<file path="config.mk">
export PLATFORM = sky130hd
export DESIGN_NAME = hash_state_accum
export DESIGN_NICKNAME = d
export VERILOG_FILES = /design/src/rtl/hash_state_accum.sv
export SDC_FILE = /design/constraint.sdc
export NUM_CORES = 1
export LEC_CHECK = 0
export BUFFER_PORTS_ARGS = -buffer_cell sky130_fd_sc_hd__buf_2
export CAP_MARGIN = 10
export CORE_AREA = 3 3 300 302
export DETAILED_ROUTE_END_ITERATION = 16
export DIE_AREA = 0 0 303 305
export GPL_TIMING_DRIVEN = 0
export SYNTH_ARGS = -nofsm -noshare
export SYNTH_HDL_FRONTEND = slang
export SYNTH_SLANG_ARGS = --single-unit
</file>
<file path="constraint.sdc">
create_clock -name i_clk -period 2.9 [get_ports i_clk]
set_clock_uncertainty 0.1 [all_clocks]
set_input_delay 0.145 -clock i_clk [delete_from_list [all_inputs] [get_ports i_clk]]
set_output_delay 0.145 -clock i_clk [all_outputs]
set_load 0.03 [all_outputs]
</file>
<file path="src/rtl/hash_state_accum.sv">
// hash_state_accum: SHA-2 chaining-value accumulator (H <- H + work per lane) with a valid/ready digest port.
// Optional HASH_BLKCNT_EN adds o_blk_cnt, a saturating count of blocks folded into the current message.
module hash_state_accum #(
    parameter int WORD_W    = 32,
    parameter int NUM_WORDS = 8,
    parameter logic [WORD_W*NUM_WORDS-1:0] IV = {
        32'h6a09e667, 32'hbb67ae85, 32'h3c6ef372, 32'ha54ff53a,
        32'h510e527f, 32'h9b05688c, 32'h1f83d9ab, 32'h5be0cd19}
) (
    input  logic                        i_clk,
    input  logic                        i_rst,
    input  logic                        i_start,
    input  logic                        i_blk_done,
    input  logic                        i_last,
    input  logic [WORD_W*NUM_WORDS-1:0] i_work,
    output logic [WORD_W*NUM_WORDS-1:0] o_state,
    output logic                        o_busy,
    output logic [WORD_W*NUM_WORDS-1:0] o_hash,
    output logic                        o_vld,
    input  logic                        i_rdy
`ifdef HASH_BLKCNT_EN
    ,
    output logic [15:0]                 o_blk_cnt
`endif
);
    localparam int W = WORD_W * NUM_WORDS;
    typedef enum logic [1:0] {IDLE, ACCUM, OUT} state_t;
    state_t         state_q, state_d;
    logic [W-1:0]   h_q, h_d, hash_q, hash_d, sum;
    logic           load_iv, fold;
    // Each lane wraps independently; carries never cross lane boundaries.
    for (genvar k = 0; k < NUM_WORDS; k++) begin : g_lane
        assign sum[k*WORD_W +: WORD_W] = h_q[k*WORD_W +: WORD_W] + i_work[k*WORD_W +: WORD_W];
    end
    always_ff @(posedge i_clk) begin
        if (!i_rst) begin
            state_q <= IDLE;
            h_q     <= IV;
            hash_q  <= '0;
        end else begin
            state_q <= state_d;
            h_q     <= h_d;
            hash_q  <= hash_d;
        end
    end
    always_comb begin
        state_d = state_q == IDLE  ? (i_start ? ACCUM : IDLE) :
                  state_q == ACCUM ? ((!i_start && i_blk_done && i_last) ? OUT : ACCUM) :
                  state_q == OUT   ? (i_rdy ? IDLE : OUT) : IDLE;
    end
    // i_start beats a same-cycle block; OUT ignores both until the handshake.
    always_comb begin
        load_iv = i_start && (state_q == IDLE || state_q == ACCUM);
        fold    = state_q == ACCUM && i_blk_done && !i_start;
        h_d     = load_iv ? IV : fold ? sum : h_q;
        hash_d  = (fold && i_last) ? sum : hash_q;
    end
    always_comb begin
        o_vld  = state_q == OUT;
        o_busy = state_q != IDLE;
    end
    assign o_state = h_q;
    assign o_hash  = hash_q;
`ifdef HASH_BLKCNT_EN
    logic [15:0] cnt_q, cnt_d;
    always_comb begin
        cnt_d = load_iv ? 16'd0 : (fold && cnt_q != 16'hFFFF) ? cnt_q + 16'd1 : cnt_q;
    end
    always_ff @(posedge i_clk) begin
        if (!i_rst) cnt_q <= '0;
        else        cnt_q <= cnt_d;
    end
    assign o_blk_cnt = cnt_q;
`endif
endmodule
</file>
==> impl_results.rst <==
.. list-table::
   :header-rows: 1

   * - Metric
     - Value
   * - Result of the run
     - complete, but fails checks
   * - Violations in the final reports
     - negative setup slack
   * - Placer's final routability congestion estimate
     - 0.954
   * - TritonCTS Buffers
     - 61
   * - CTS tree
     - yes
   * - Type of origin of the critical path
     - flop
   * - Placed wire-length estimate after detailed placement
     - 126000 um
   * - Number of global-route vias before repair
     - 32543
   * - Required time at the endpoint of the critical path
     - 3300 ps
   * - Most used cell, CP
     - o21ai_1
   * - Sequential share of the synthesized area
     - 0.342
   * - Die footprint
     - 92400 um^2
   * - Number of enable flip-flop cells after synthesis
     - 0
   * - Flop and latch count out of synthesis
     - between 500 and 600
   * - Post-synthesis instance total
     - 3853
   * - Overall Power
     - 0.0204 W
   * - Number of slew-limit violations in the final report
     - 0
   * - Endpoint type of the worst setup path
     - flop
   * - Initial antenna violation count
     - 26
   * - Slew at the pin closest to its max-slew limit
     - around 1200 ps
   * - Count of unique library cells instantiated by Yosys
     - 82
   * - H-Tree Level Count
     - 2
   * - Routed length per placed instance
     - 26.5 um
   * - CP bufs+invs
     - 0
   * - Shortest period the worst path allows
     - 3110 ps
   * - Clk slew on worst S/H paths
     - 60 ps
   * - Hold Path Origin
     - i_work[23]
   * - Max Clk Rate
     - roughly 320 MHz
   * - Number of sinks handled by clock tree synthesis
     - 514
   * - Most common cell after layout, fill and taps aside
     - buf_2
   * - Critical path's largest stage delay
     - 370 ps
   * - Most used cells in the layout excluding fill and tap cells
     - buf_2 (783), nand2_1 (730), dfxtp_1 (445)
   * - Total vias in the final route
     - 34255
   * - Root Buffer Master
     - clkbuf_16
   * - Max stage delay cell, worst path
     - a211o_4
   * - Type of the most critical hold path
     - in2reg
   * - Slew headroom
     - 0.188
   * - Worst reg2reg path startpoint
     - o_state[192]
   * - Max FO, Critical Path
     - 3
   * - Series of cell instances along the critical path
     - ha_4 > fa_2 > a21o_1 > a21oi_2 > nor2b_1 > o31a_1 > a31o_4 > a211o_4 > a311oi_4 > o21ai_1 > xnor2_1 > o21ai_1
   * - Data arrival, critical path
     - 3510 ps
   * - Post-synthesis instance area
     - 30100 um^2
   * - Area added between synthesis and finish
     - 44.0%
   * - Category of cells accounting for the largest share of critical-path delay
     - compound AO/OA/AOI/OAI gates
   * - RSZ-0062 raised after global routing
     - yes
   * - Syn. warnings
     - 0
   * - GR Util met2
     - 0.564
   * - Power density over cell area
     - 471 nW/um^2
   * - PnR worst setup slack
     - -210 ps
   * - Total detailed-routing wirelength
     - 165000 um
   * - Worst setup path startpoint
     - o_state[192]
   * - Residual DRC count
     - 0
   * - Period utilization
     - 1.07
   * - Total core area
     - 88000 um^2
   * - 1st-pass router iterations
     - 6
   * - Worst IR Drop VDD
     - between 0.4 and 0.5 mV
   * - Count of max-cap constraint violations
     - 0
   * - Y dimension of the die
     - 305 um
   * - Finished Core Util
     - 0.492
   * - Start-to-end type of the worst setup path
     - reg2reg
   * - Nets in the synthesized netlist
     - ~4400
   * - Total number of placement rows
     - 109
   * - Largest net degree at the start of global routing
     - 20
   * - Starting density of the core
     - 0.342
   * - Commonest register cell after synthesis
     - dfxtp_1
   * - Routed via count divided by cell count
     - 5.52
   * - Final setup viols
     - 33
   * - GRT busiest layer
     - met2
   * - Met1 track demand over resource in global routing
     - 0.397
   * - Horizontal die dimension
     - between 300 and 400 um
   * - Total of buffers placed on input and output ports
     - 774
   * - # IOs
     - between 700 and 800
   * - Mean Syn Cell Area
     - 7.81 um^2
   * - Fraction of final layout cells with drive strength greater than 1
     - 0.310
   * - Overall fraction of global-route tracks in use
     - 0.336
   * - Worst skew pair latency
     - 660 ps
   * - Wire length of the first global-routing pass
     - 227000 um
   * - Post-route antenna net violation count
     - 0
   * - Total number of nets in the final design
     - roughly 5500
   * - Final sum of negative setup slack
     - -2540 ps
   * - Async set-or-reset flop fraction in the synthesized netlist
     - 0
   * - Maximum number of buffers from clock root to sink
     - 3
   * - Final count of hold timing violations
     - 0
   * - Leakage
     - 18.8 nW
   * - Aggregate global routing overflow
     - 0
   * - Met3 Use GR
     - 0.0905
   * - Initial DRC Count
     - 2505
final cells by class:
type | count | area [um^2]
well taps | 1165 | 1460
repair buffers | 1073 | 6620
diodes | 16 | 40.0
multi-input cells | 3063 | 21600
flip-flops and latches | 514 | 10400
clock inverters | 26 | 344
inverters | 60 | 225
clock buffers | 88 | 1790
plain buffers | 196 | 836
fillers | 8660 | 44600
through the flow:
step	instance area [um^2]	instances	setup WS, ps	hold WS (ps)
CTS	41500	6146	-224	0.269
floorplan	30200	3853	-84.5	212
detailed placement	35700	5800	-968	343
global placement	35600	5792	-1030	337
global route	43300	6196	-277	26.8
finish	43300	6201	-210	8.48
cells by family after synthesis:
| logic type | after synthesis | share of synthesized area |
|---|---|---|
| AND/OR/NAND/NOR | 1390 | 0.199 |
| flip-flops | 514 | 0.342 |
| buffers and inverters | 276 | 0.0347 |
| XOR/XNOR | 228 | 0.0669 |
| multiplexers | 17 | 0.00570 |
| AO/OA/AOI/OAI | 1172 | 0.243 |
| adder cells (fa/ha/maj) | 256 | 0.108 |
report_power, final:
group          internal [W]  total (W)  switching [W]
clock               0.00498    0.00835        0.00337
combinational       0.00186    0.00477        0.00291
sequential          0.00718    0.00729       0.000113
worst reg2reg max path, cell delays in order, from the launching register on:
cell and delay [ps]:
dfxtp_4 350, ha_4 160, fa_2 340, a21o_1 180
a21oi_2 130, nor2b_1 80, o31a_1 290, a31o_4 270
a211o_4 370, a311oi_4 260, o21ai_1 110, xnor2_1 230
o21ai_1 80
sequential cells by signal, indices dropped and copies added, names as in the netlist:
name / cells
o_hash: 256
state_q: 2
o_state: 256
worst paths after layout:
kind,to,slack (ps),cells after the start
worst min register to register,o_hash[7],350,2
worst max register to register,o_state[222],-210,12
worst min-delay path,o_state[23],8,4
worst max-delay path,o_state[222],-210,12
layer usage:
| metal | vias to the layer above | part of all wire |
|---|---|---|
| li1 | 15831 | - |
| met1 | 16584 | 0.39 |
| met2 | 1425 | 0.47 |
| met3 | 399 | 0.087 |
| met4 | 16 | 0.056 |
| met5 | - | 0.00067 |
synthesized netlist by cell type, types with 8 or more instances:
cell type  instances  area share
a31o_2            10      0.0029
nor2b_1           30      0.0062
nand4_1           44      0.0092
a21oi_1          498       0.083
o31a_1            10      0.0029
nand3_1          142       0.024
dfxtp_1          514        0.34
clkbuf_1         190       0.024
ha_1             248        0.10
o31ai_1           14      0.0035
or2_2              9      0.0019
nor3_1            36      0.0060
o21bai_1          39      0.0097
a31oi_1           28      0.0058
or3_1             13      0.0027
buf_1             21      0.0026
xor2_1            99       0.029
o21ai_1           24      0.0040
a21o_1           144       0.036
o211ai_1          60       0.015
nor2_1           270       0.034
mux2i_1           16      0.0053
a211oi_1          41       0.010
and3_1            27      0.0056
nand2_1          736       0.092
a41oi_1           12      0.0035
nand2b_1          26      0.0054
fa_1               8      0.0053
inv_1             59      0.0074
xnor2_1          128       0.037
and2_1            29      0.0060
o21ai_0          175       0.029
o21a_1            37      0.0092
what timing repair did:
action	CTS	global route
hold buffers	152	2
endpoints found under the hold margin	251	2
gates cloned	0	0
gates resized for setup	305	347
setup endpoints to repair	442	320
pin swaps	171	197
setup buffers	94	49
(Power assumes the default switching activity.)
